**src/rtl/temporizador_lavagem_if.sv**
```systemverilog
// Mode/timer bundle between the washing-machine controller and its phase timer.
// Controller drives modes and reads elapsed flags; the timer does the reverse.
interface temporizador_lavagem_if #(
  parameter int CNT_W = 8
);
  logic             modo_agitar;
  logic             modo_girar;
  logic             modo_centrifugar;
  logic             tempo1;
  logic             tempo2;
  logic             tempo3;
  logic [CNT_W-1:0] segundos_rest;
  logic             ocupado;
  logic             erro_modo;

  modport master (
    output modo_agitar,
    output modo_girar,
    output modo_centrifugar,
    input  tempo1,
    input  tempo2,
    input  tempo3,
    input  segundos_rest,
    input  ocupado,
    input  erro_modo
  );

  modport slave (
    input  modo_agitar,
    input  modo_girar,
    input  modo_centrifugar,
    output tempo1,
    output tempo2,
    output tempo3,
    output segundos_rest,
    output ocupado,
    output erro_modo
  );
endinterface

```
**src/rtl/temporizador_lavagem.sv**
```systemverilog
// Phase timer for the washing-machine controller: times the active mode
// in seconds and raises the matching tempo flag when it elapses.
module temporizador_lavagem #(
  parameter int CLK_DIV = 50_000_000,
  parameter int CNT_W   = 8,
  parameter int T1      = 30,
  parameter int T2      = 20,
  parameter int T3      = 40
) (
  input logic              clock,
  input logic              reset_n,
  temporizador_lavagem_if.slave bus
);

  localparam int PW = (CLK_DIV > 1) ? $clog2(CLK_DIV) : 1;
  localparam logic [PW-1:0] PMAX = PW'(CLK_DIV - 1);

  typedef enum logic [1:0] {
    OCIOSO,
    CONTANDO,
    EXPIRADO
  } estado_t;

  estado_t          estado;
  logic [2:0]       lat;
  logic [CNT_W-1:0] cont;
  logic [PW-1:0]    presc;
  logic [2:0]       tempo_q;
  logic [CNT_W-1:0] seg_q;
  logic             ocup_q;
  logic             erro_q;

  logic [2:0]       modo;
  logic             multi;
  logic             unico;
  logic             carregar;
  logic [CNT_W-1:0] t_novo;

  assign modo  = {bus.modo_centrifugar,
                  bus.modo_girar,
                  bus.modo_agitar};
  assign multi = |(modo & (modo - 3'd1));
  assign unico = (modo != 3'd0) && !multi;

  // A new single mode loads from idle, or replaces the latched one
  // without an idle gap.
  assign carregar = unico &&
                    (estado == OCIOSO || modo != lat);

  always_comb begin
    t_novo = '0;
    unique case (modo)
      3'b001:  t_novo = CNT_W'(T1);
      3'b010:  t_novo = CNT_W'(T2);
      3'b100:  t_novo = CNT_W'(T3);
      default: t_novo = '0;
    endcase
  end

  always_ff @(posedge clock or negedge reset_n) begin
    if (!reset_n) begin
      estado  <= OCIOSO;
      lat     <= '0;
      cont    <= '0;
      presc   <= '0;
      tempo_q <= '0;
      seg_q   <= '0;
      ocup_q  <= 1'b0;
      erro_q  <= 1'b0;
    end else begin
      erro_q <= multi;
      if (multi) begin
        estado  <= OCIOSO;
        lat     <= '0;
        tempo_q <= '0;
        seg_q   <= '0;
        ocup_q  <= 1'b0;
      end else if (carregar) begin
        lat   <= modo;
        cont  <= t_novo;
        presc <= '0;
        if (t_novo == '0) begin
          estado  <= EXPIRADO;
          tempo_q <= modo;
          seg_q   <= '0;
          ocup_q  <= 1'b0;
        end else begin
          estado  <= CONTANDO;
          tempo_q <= '0;
          seg_q   <= t_novo;
          ocup_q  <= 1'b1;
        end
      end else if (modo == 3'd0) begin
        estado  <= OCIOSO;
        lat     <= '0;
        tempo_q <= '0;
        seg_q   <= '0;
        ocup_q  <= 1'b0;
      end else if (estado == CONTANDO) begin
        if (presc == PMAX) begin
          presc <= '0;
          cont  <= cont - CNT_W'(1);
          if (cont == CNT_W'(1)) begin
            estado  <= EXPIRADO;
            tempo_q <= lat;
            seg_q   <= '0;
            ocup_q  <= 1'b0;
          end else begin
            seg_q <= cont - CNT_W'(1);
          end
        end else begin
          presc <= presc + PW'(1);
        end
      end
    end
  end

  assign bus.tempo1        = tempo_q[0];
  assign bus.tempo2        = tempo_q[1];
  assign bus.tempo3        = tempo_q[2];
  assign bus.segundos_rest = seg_q;
  assign bus.ocupado       = ocup_q;
  assign bus.erro_modo     = erro_q;

endmodule

```
**src/flat_wrapper.sv**
```systemverilog
// flat-port wrapper written by rule: the top's interface ports become plain ports
module temporizador_lavagem_flat 
#(
  parameter int CLK_DIV = 50_000_000,
  parameter int CNT_W   = 8,
  parameter int T1      = 30,
  parameter int T2      = 20,
  parameter int T3      = 40
)
  (clock, reset_n, bus_modo_agitar, bus_modo_girar, bus_modo_centrifugar, bus_tempo1, bus_tempo2, bus_tempo3, bus_segundos_rest, bus_ocupado, bus_erro_modo);
  temporizador_lavagem_if #(.CNT_W(CNT_W)) bus_i ();
  input logic clock;
  input logic reset_n;
  input wire logic [$bits(bus_i.modo_agitar)-1:0] bus_modo_agitar;
  input wire logic [$bits(bus_i.modo_girar)-1:0] bus_modo_girar;
  input wire logic [$bits(bus_i.modo_centrifugar)-1:0] bus_modo_centrifugar;
  output wire logic [$bits(bus_i.tempo1)-1:0] bus_tempo1;
  output wire logic [$bits(bus_i.tempo2)-1:0] bus_tempo2;
  output wire logic [$bits(bus_i.tempo3)-1:0] bus_tempo3;
  output wire logic [$bits(bus_i.segundos_rest)-1:0] bus_segundos_rest;
  output wire logic [$bits(bus_i.ocupado)-1:0] bus_ocupado;
  output wire logic [$bits(bus_i.erro_modo)-1:0] bus_erro_modo;
  assign bus_i.modo_agitar = bus_modo_agitar;
  assign bus_i.modo_girar = bus_modo_girar;
  assign bus_i.modo_centrifugar = bus_modo_centrifugar;
  assign bus_tempo1 = bus_i.tempo1;
  assign bus_tempo2 = bus_i.tempo2;
  assign bus_tempo3 = bus_i.tempo3;
  assign bus_segundos_rest = bus_i.segundos_rest;
  assign bus_ocupado = bus_i.ocupado;
  assign bus_erro_modo = bus_i.erro_modo;
  temporizador_lavagem #(.CLK_DIV(CLK_DIV), .CNT_W(CNT_W), .T1(T1), .T2(T2), .T3(T3)) u_core (.clock(clock), .reset_n(reset_n), .bus(bus_i));
endmodule
```
**config.mk**
```make
export PLATFORM = sky130hd
export DESIGN_NAME = temporizador_lavagem_flat
export DESIGN_NICKNAME = d
export VERILOG_FILES = /design/src/rtl/temporizador_lavagem_if.sv /design/src/rtl/temporizador_lavagem.sv /design/src/flat_wrapper.sv
export SDC_FILE = /design/constraint.sdc
export NUM_CORES = 1
export LEC_CHECK = 0
export ABC_AREA = 1
export CORE_UTILIZATION = 55
export CTS_BUF_LIST = sky130_fd_sc_hd__clkbuf_2 sky130_fd_sc_hd__clkbuf_4 sky130_fd_sc_hd__clkbuf_8
export DETAILED_ROUTE_END_ITERATION = 8
export DONT_BUFFER_PORTS = 1
export PLACE_DENSITY = 0.7
export SLEW_MARGIN = 20
export SYNTH_ARGS = -nofsm -noshare
export SYNTH_HDL_FRONTEND = slang
export SYNTH_SLANG_ARGS = --single-unit
export TNS_END_PERCENT = 50
```
**constraint.sdc**
```tcl
create_clock -name clock -period 2.25 [get_ports clock]
set_input_delay 0.45 -clock clock [delete_from_list [all_inputs] [get_ports clock]]
set_output_delay 0.45 -clock clock [all_outputs]
set_load 0.05 [all_outputs]
```
==> flow_summary_export.csv <==
group,metric,value,unit
global_route,grt_use_total,27.8,%
global_route,first_global_vias,3057,
sta,final-hold-violation-count,0,
place,place_inst,565,
synthesis,seq_area_frac_synth,37.8,%
final_layout,num-fill-cells,565,
job,maxCapViolCount,0,
synthesis,syn_inst,495,
sta,post-route-period-util,84.0,%
place,routabilityCongestion,0.905,
sta,maxSlewHeadroom,59.5,%
sta,max_slew.worst_pin.slew,0.601,ns
global_route,overflow,0,
power_and_ir_drop,powerDensity,721,mW/mm2
routing,vias,3040,
worst_setup_path,timing.rr.start,"u_core.presc[1]",
final_layout,multi_input_area,0.00182,mm2
cts,htree_levels,2,
routing,wl,7840,um
sta,clock_skew,0.00887,ns
die,initial_core_util,57.0,%
power_and_ir_drop,power.leakage,1.79,nW
final_layout,antenna_cells,0,
worst_setup_path,reg2reg_depth,11,
global_route,antenna_found_initial,0,
synthesis,ys_ff_latch,51,
synthesis,synth.avg_cell_area,6.81,um2
sta,hold_ws,0.223,ns
final_layout,syn2layout_area_growth,5.53,%
worst_setup_path,worst-setup-path-type,"reg -> reg",
worst_setup_path,critPathTopFamily,"simple AND/OR/NAND/NOR gates",
power_and_ir_drop,total_power,2.57,mW
cts,clock_latency,0.31,ns
final_layout,register_area,0.00128,mm2
synthesis,synth_warnings,0,
die,io-pin-count,18,
synthesis,synth_edf_count,0,
sta,grt_setup_unrepaired,"false",
synthesis,muxShareOfSynthArea,0,%
final_layout,nets,507,
worst_setup_path,cp_num_buf_inv,1,
die,die_area,0.00645,mm2
sta,period_needed,1.89,ns
synthesis,yosys.area_share.adder,1.11,%
final_layout,stdcell_count,575,
run_status,status,"complete, no violations",
cts,clk_path_buf_depth,2,
routing,drtAntennaViolNets,0,
synthesis,synth_top_family_by_area,"simple AND/OR/NAND/NOR gates",
routing,viasPerCell,5.29,
synthesis,synth_area_leaders,"dfrtp_1, nand2_1, nor2_1",
cts,root_buffer,"clkbuf_8",
synthesis,synth_ff_type,"dfrtp_1",
sta,setup_violations,0,
final_layout,drive_gt1_share,9.40,%
place,dpl_cell_area,0.00343,mm2
global_route,grt_pass1_wl,13800,um
synthesis,synth-compound-area-share,5.90,%
final_layout,final_area,0.00356,mm2
min_path,hold_depth,1,
sta,tns,0,ns
die,die_w,80.3,um
worst_setup_path,timing.rr.end,"u_core.cont[2]",
worst_setup_path,cp_max_fo,12,
worst_setup_path,worstSetupEndpointType,"register",
place,dp_hpwl,5790,um
synthesis,synthTopCellsByCount,"nand2_1, nor2_1, nand3_1, dfrtp_1, inv_1",
synthesis,syn_area,0.00337,mm2
die,core-area,0.00592,mm2
cts,cts_sinks,51,
sta,clock.fmax,0.529,GHz
worst_setup_path,r2r_slack,0.36,ns
cts,path_clk_slew,0.10,ns
final_layout,fin_util,60.1,%
sta,final.setup.worst_slack,0.360,ns
place,dp_slack,0.282,ns
worst_setup_path,worstSetupStartpointType,"register",
synthesis,async_reset_ff_share,100,%
sta,slew_violations,0,
min_path,hold_class,"in -> reg",
routing,avgRoutedWirePerCell,13.6,um
worst_setup_path,cp.required,2.49,ns
min_path,whs_endpoint,"u_core.lat[1]",
worst_setup_path,critPathArrivalTime,2.13,ns
power_and_ir_drop,vdd_drop_max,0.703,mV
synthesis,synth-xor-area-share,3.90,%
synthesis,synth_fp_nets,503,
cts,cts_tree,"done",
routing,drc,0,
routing,drtIter0Drc,150,
synthesis,ys_types,30,
cts,cts_buffers,5,
synthesis,yosysTopAreaCell,"dfrtp_1",
synthesis,synthSimpleGateAreaFrac,43.0,%
synthesis,yosysTopAreaCellShare,37.8,%
worst_setup_path,slowest_stage,"dfrtp_1",
worst_setup_path,slowest_delay,0.40,ns
worst_setup_path,path_cells,"ha_1 -> inv_2 -> nor2_4 -> nand3_2 -> nor2_4 -> nand2_4 -> nand2_8 -> nand2_8 -> nor2_8 -> nand2_1 -> o21ai_1",
place,place.port_buffers,0,
synthesis,yosysMostFrequentCell,"nand2_1",
min_path,hold_start,"bus_modo_centrifugar",
die,num_rows,28,
routing,drt-pass1-iter-count,4,
die,die_y,80.3,um
worst_setup_path,startpoint,"u_core.presc[1]",
global_route,grt_max_degree,52,
## power by group
| group | switching (mW) | internal (mW) | leakage, nW |
|---|---|---|---|
| registers | 0.246 | 1.04 | 0.692 |
| logic | 0.485 | 0.247 | 1.06 |
| clock network | 0.329 | 0.223 | 0.0408 |
| total | 1.06 | 1.51 | 1.79 |
## worst register-to-register path, cell delays in order, from the launching register on
cell     delay (ns)
dfrtp_1        0.40
ha_1           0.31
inv_2          0.09
nor2_4         0.18
nand3_2        0.11
nor2_4         0.13
nand2_4        0.09
nand2_8        0.09
nand2_8        0.09
nor2_8         0.20
nand2_1        0.07
o21ai_1        0.08
## area by class of cell
type / instances / share of cell area (%)
clock inverters: 3 / 0.668
well taps: 75 / 2.64
clock buffers: 5 / 1.93
flip-flops and latches: 51 / 35.9
repair buffers: 9 / 2.53
multi-input cells: 382 / 51.1
inverters: 50 / 5.27
## worst max path at each step
| stage | slack [ns] | to | cells after the start |
|---|---|---|---|
| floorplan | 0.50 | u_core.tempo_q[1] | 12 |
| global placement | 0.33 | u_core.tempo_q[0] | 11 |
| detailed placement | 0.28 | u_core.estado[0] | 11 |
| CTS | 0.38 | u_core.cont[2] | 11 |
| global route | 0.16 | u_core.cont[2] | 11 |
| finish | 0.36 | u_core.cont[2] | 11 |
## layer usage
layer / track usage, % / up-vias / part of all wire (%)
met5: 0 / - / 0
met4: 14.3 / 0 / 3.6
met3: 3.64 / 25 / 3.5
met2: 49.0 / 71 / 49
met1: 32.8 / 1391 / 44
li1: - / 1553 / -
## state kept, by name (all words and copies together), names as in the netlist
register / count
u_core.bus.erro_modo: 1
u_core.estado: 2
u_core.bus.segundos_rest: 8
u_core.lat: 3
u_core.presc: 26
u_core.cont: 8
u_core.tempo_q: 3
## cells in the final DEF, fill, tap and decap left out, types with 2 or more instances in the layout
master	n
a21oi_1	8
buf_4	7
clkbuf_8	5
clkinvlp_4	2
dfrtp_1	51
ha_1	3
inv_1	43
inv_2	7
nand2_1	168
nand2_2	5
nand2_4	4
nand2_8	2
nand3_1	53
nand4_1	5
nor2_1	81
nor2_2	3
nor2_4	3
nor3_1	4
o21ai_0	12
o21ai_1	8
o21ai_2	3
xnor2_1	3
xor2_1	12
## timing repair
item                                    CTS  global route
hold buffers                              2             0
endpoints found under the setup margin    0             0
resized for setup                         0             0
endpoints found under the hold margin    51             0
buffers inserted                          0             0
## kinds of logic after synthesis
logic type | count (synthesis)
AO/OA/AOI/OAI | 34
XOR/XNOR | 15
adder cells (fa/ha/maj) | 3
buffers and inverters | 62
flip-flops | 51
AND/OR/NAND/NOR | 330
No activity file was read; power rests on OpenSTA's default activity.
